==> src/rtl/rpn_pkg.sv <==
// rpn_pkg: shared opcode constants, FSM state encoding and default WIDTH/DEPTH for the RPN calculator
package rpn_pkg;
    localparam int WIDTH_DEF = 8;
    localparam int DEPTH_DEF = 8;
    localparam logic [3:0] OP_ADD = 4'h0;
    localparam logic [3:0] OP_SUB = 4'h1;
    localparam logic [3:0] OP_AND = 4'h2;
    localparam logic [3:0] OP_OR  = 4'h3;
    localparam logic [3:0] OP_XOR = 4'h4;
    localparam logic [3:0] OP_MUL = 4'h5;
    localparam logic [3:0] OP_EQ  = 4'hF;
    typedef enum logic [2:0] {IDLE, PUSH, POP_B, WAIT_B, POP_A, WAIT_A, RESULT, ERR} state_t;
endpackage

==> src/rtl/rpn_alu.sv <==
// rpn_alu: combinational opcode evaluator (ports a, b, op in; result, illegal out), modulo 2^WIDTH; RPN_MUL_EN makes opcode 5 MUL
module rpn_alu
    import rpn_pkg::*;
#(
    parameter int WIDTH = WIDTH_DEF
) (
    input  logic [WIDTH-1:0] a,
    input  logic [WIDTH-1:0] b,
    input  logic [3:0]       op,
    output logic [WIDTH-1:0] result,
    output logic             illegal
);
    always_comb begin
        result  = '0;
        illegal = 1'b0;
        case (op)
            OP_ADD: result = a + b;
            OP_SUB: result = a - b;
            OP_AND: result = a & b;
            OP_OR:  result = a | b;
            OP_XOR: result = a ^ b;
`ifdef RPN_MUL_EN
            OP_MUL: result = a * b;
`endif
            OP_EQ:  result = b;
            default: illegal = 1'b1;
        endcase
    end
endmodule

==> src/rtl/rpn_calc_ctrl.sv <==
// rpn_calc_ctrl: RPN token controller over an external LIFO; tok_* handshake in, res_*/err_*/busy out, lifo_in/wn/rn to and lifo_out/full/empty from the LIFO; RPN_MUL_EN enables opcode 5 MUL
module rpn_calc_ctrl
    import rpn_pkg::*;
#(
    parameter int WIDTH = WIDTH_DEF,
    parameter int DEPTH = DEPTH_DEF
) (
    input  logic             clk,
    input  logic             rst,
    input  logic             tok_valid,
    output logic             tok_ready,
    input  logic             tok_is_op,
    input  logic [WIDTH-1:0] tok_data,
    output logic             res_valid,
    output logic [WIDTH-1:0] res_data,
    output logic             err_ovf,
    output logic             err_udf,
    output logic             err_op,
    output logic             busy,
    output logic [WIDTH-1:0] lifo_in,
    output logic             lifo_wn,
    output logic             lifo_rn,
    input  logic [WIDTH-1:0] lifo_out,
    input  logic             lifo_full,
    input  logic             lifo_empty
);
    localparam int CW = $clog2(DEPTH + 1);
    state_t         state;
    logic [CW-1:0]  count;
    logic [WIDTH-1:0] b_q;
    logic [3:0]     op_q;
    logic [WIDTH-1:0] alu_res;
    logic           illegal;
    logic [CW-1:0]  need;
    // In IDLE the ALU only classifies the incoming opcode; in WAIT_A it computes a (live lifo_out) op b.
    rpn_alu #(.WIDTH(WIDTH)) u_alu (
        .a(lifo_out),
        .b(b_q),
        .op(state == IDLE ? tok_data[3:0] : op_q),
        .result(alu_res),
        .illegal(illegal)
    );
    assign tok_ready = (state == IDLE) && !rst;
    assign need = (tok_data[3:0] == OP_EQ) ? CW'(1) : CW'(2);
    always_ff @(posedge clk or posedge rst) begin
        if (rst) begin
            state     <= IDLE;
            count     <= '0;
            b_q       <= '0;
            op_q      <= '0;
            lifo_in   <= '0;
            lifo_wn   <= 1'b0;
            lifo_rn   <= 1'b0;
            res_valid <= 1'b0;
            res_data  <= '0;
            err_ovf   <= 1'b0;
            err_udf   <= 1'b0;
            err_op    <= 1'b0;
            busy      <= 1'b0;
        end else begin
            lifo_wn   <= 1'b0;
            lifo_rn   <= 1'b0;
            res_valid <= 1'b0;
            res_data  <= '0;
            err_ovf   <= 1'b0;
            err_udf   <= 1'b0;
            err_op    <= 1'b0;
            case (state)
                IDLE: if (tok_valid) begin
                    busy <= 1'b1;
                    if (!tok_is_op) begin
                        if (count == CW'(DEPTH) || lifo_full) begin
                            state   <= ERR;
                            err_ovf <= 1'b1;
                        end else begin
                            state   <= PUSH;
                            lifo_wn <= 1'b1;
                            lifo_in <= tok_data;
                            count   <= count + CW'(1);
                        end
                    end else if (illegal) begin
                        state  <= ERR;
                        err_op <= 1'b1;
                    end else if (count < need || lifo_empty) begin
                        state   <= ERR;
                        err_udf <= 1'b1;
                    end else begin
                        // Binary ops pop two and push one, EQ pops one: both are net -1.
                        state   <= POP_B;
                        lifo_rn <= 1'b1;
                        op_q    <= tok_data[3:0];
                        count   <= count - CW'(1);
                    end
                end
                POP_B: state <= WAIT_B;
                WAIT_B: begin
                    b_q <= lifo_out;
                    if (op_q == OP_EQ) begin
                        state     <= RESULT;
                        res_valid <= 1'b1;
                        res_data  <= lifo_out;
                    end else begin
                        state   <= POP_A;
                        lifo_rn <= 1'b1;
                    end
                end
                POP_A: state <= WAIT_A;
                WAIT_A: begin
                    state   <= PUSH;
                    lifo_wn <= 1'b1;
                    lifo_in <= alu_res;
                end
                default: begin
                    state <= IDLE;
                    busy  <= 1'b0;
                end
            endcase
        end
    end
endmodule

==> config.mk <==
export PLATFORM = sky130hd
export DESIGN_NAME = rpn_calc_ctrl
export DESIGN_NICKNAME = d
export VERILOG_FILES = /design/src/rtl/rpn_pkg.sv /design/src/rtl/rpn_alu.sv /design/src/rtl/rpn_calc_ctrl.sv
export SDC_FILE = /design/constraint.sdc
export NUM_CORES = 1
export LEC_CHECK = 0
export BUFFER_PORTS_ARGS = -buffer_cell sky130_fd_sc_hd__clkbuf_2
export CORE_AREA = 2 2 97 99
export DETAILED_ROUTE_END_ITERATION = 16
export DIE_AREA = 0 0 99 101
export GPL_TIMING_DRIVEN = 1
export SETUP_SLACK_MARGIN = 0.5
export SLEW_MARGIN = 25
export SYNTH_ARGS = -nofsm -noshare
export SYNTH_HDL_FRONTEND = slang
export SYNTH_SLANG_ARGS = --single-unit
==> constraint.sdc <==
create_clock -name clk -period 3.9 [get_ports clk]
set_input_delay 0.78 -clock clk [delete_from_list [all_inputs] [get_ports clk]]
set_output_delay 0.78 -clock clk [all_outputs]
set_load 0.01 [all_outputs]
==> metrics <==
DP Wirelength 5.99 mm; CP Class reg2reg; Setup crit start kind flip-flop; post-route cell area 3530 um2; Pre-antenna DRT Iters 4; die height 101 um; gpl congestion 0.874; worst-skew pair later-pin latency 300 ps; largest area contributor in the netlist dfrtp_1; Final setup viols 0; Net Count, Synth 366; Synth warnings 0; number of port buffers 45; antenna cells 0; Syn Inst Count 314; Vias/cell 5.32; Pwr Density 753 nW/um2; # IOs 46; CTS tree done; Tightest Hold Check Type in2async; dpl cells 461; via count 2517; # H-tree levels 2; CP Capture Type flip-flop; Layout area overhead 15.8%; Arrival @ worst endpoint 3400 ps; CP max FO 6; Iteration-0 DRC Markers 100; clock-pin transition on the worst setup and hold timing paths 90 ps; max_slew headroom 46.1%; hold_buf cts 0; Tmin final 3220 ps; Final Hold Vio Count 0; Die ar. 10000 um2; GR Util All Layers 16.3%; Final Skew 5.81 ps; Max Slew Vio Count 0; die width 99 um; status completed; initial antenna violation count 0; Initial Util 33.9%; largest net degree at the start of global routing 33; vias in the first global route 2512; Synth Cell Area 3040 um2; Post-synth EDFFs 0; root buffer cell clkbuf_8; largest cells by area after synthesis dfrtp_1 35%, ha_1 12%, mux2i_1 3.9%; remaining routing DRC violations 0; worst slew pin tran 786 ps; post-layout net count 413; Layout fillers 891; layout cells sized above 1 26.0%; Seq/Total Area, Yosys 34.5%; placement row count 35; Yosys cell types 60; RSZ-0062 raised after global routing false; clock sink count 42; Worst Path Required 4080 ps; Post-synth ARST share 100%; count of max-cap constraint violations 0; highest clock rate 310 MHz; wire length per cell 16.4 um; count leader, synth dfrtp_1; Routed WL 7.74 mm; fin cells 473; total power 2.66 mW; Core Area 8980 um2; ANT nets after route 0; post-synthesis average cell area 9.69 um2; Max Root-Sink Buffers 2; Yosys reg bits 42; worst vdd ir 0.298 mV; Yosys top cell area share 34.5%; P_leak 1.72 nW; CTS Buf Count 5; first-pass GRT wire length 13.0 mm; top cells by count, synth 42 x dfrtp_1, 28 x ha_1, 26 x nand2_1; Main synth FF type dfrtp_1; grt total ovfl 0; crit share post-route 82.7%; Placed Area 3370 um2; setup tns final 0 ps
final timing paths:
check                      slack, ps    endpoint  startpoint  depth (start not counted)
max reg2reg                      680  lifo_in[5]    state[1]                         13
max in group asynchronous       2770    state[2]         rst                          3
min in group clk                 500    count[3]    count[3]                          1
min reg2reg                      500    count[3]    count[3]                          1
max                              680  lifo_in[5]    state[1]                         13
min                              390     err_udf         rst                          2
layout make-up:
type | instances | area [um2] | area share (%)
inverter | 25 | 93.8 | 2.66
tap | 111 | 139 | 3.94
clock buffer | 6 | 72.6 | 2.06
multi-input combinational | 235 | 1870 | 53.1
clock inverter | 2 | 13.8 | 0.390
timing repair buffer | 52 | 282 | 7.98
sequential | 42 | 1050 | 29.9
stage by stage:
step	hold slack [ps]	util (%)	setup slack, ps
2_1_floorplan	461	-	708
3_3_place_gp	488	37.5	508
3_5_place_dp	498	37.5	400
4_1_cts	404	38.6	555
5_1_grt	415	39.3	509
6_report	394	39.3	676
registers in the layout (all words and copies together) (netlist names):
register	flops
state	3
lifo_in	8
busy	1
count	4
lifo_rn	1
res_valid	1
err_op	1
op_q	4
res_data	8
b_q	8
lifo_wn	1
err_ovf	1
err_udf	1
timing repair:
action,4_1_cts,5_1_grt
pin swaps,0,2
endpoints found under the setup margin,3,5
resized for setup,2,10
buffers inserted,0,3
kinds of logic (layout without fill, tap and decap cells):
family	Yosys count	count (layout)	share of synthesized area, %
flip-flops	42	42	34.5
AO/OA/AOI/OAI	78	78	18.4
buffers and inverters	37	85	5.18
XOR/XNOR	13	13	3.74
adder cells (fa/ha/maj)	30	30	12.8
AND/OR/NAND/NOR	89	89	15.5
multiplexers	25	25	9.82
power by group:
part           switching (mW)  total, mW  internal [mW]
sequential              0.189      0.773          0.585
clock                   0.161      0.288          0.127
combinational           0.883       1.60          0.713
total                    1.23       2.66           1.42
cells in the final DEF, fill, tap and decap left out, types with 6 or more instances in the layout:
cell       n
mux2_4     6
nor3_1    12
nand2_1   26
clkbuf_2  45
mux2i_1   11
o21ai_0   23
buf_4      6
xnor2_1    9
inv_1     24
a21oi_1   11
dfrtp_1   39
nor2_1    17
ha_1      27
critical path, cell delays in order (launching register included):
cell and delay, ps:
dfrtp_2 460, or3_4 440, mux2_4 350, nand2_4 110, nor2_4 70, a31oi_2 180, xnor2_1 140, ha_2 320
and3_1 180, a21oi_1 170, nand3b_1 110, xor2_1 150, a221oi_1 300, o22ai_1 120
layer usage:
| layer | GRT usage (%) | up-vias | wire, um | share of wire, % |
|---|---|---|---|---|
| li1 | - | 1218 | - | - |
| met1 | 20.9 | 1242 | 3370 | 43 |
| met2 | 28.4 | 47 | 3990 | 51 |
| met3 | 2.70 | 10 | 259 | 3.3 |
| met4 | 4.53 | 0 | 131 | 1.7 |
| met5 | 0 | - | 0 | 0 |
Note: power is estimated with default switching activity, not from simulation.
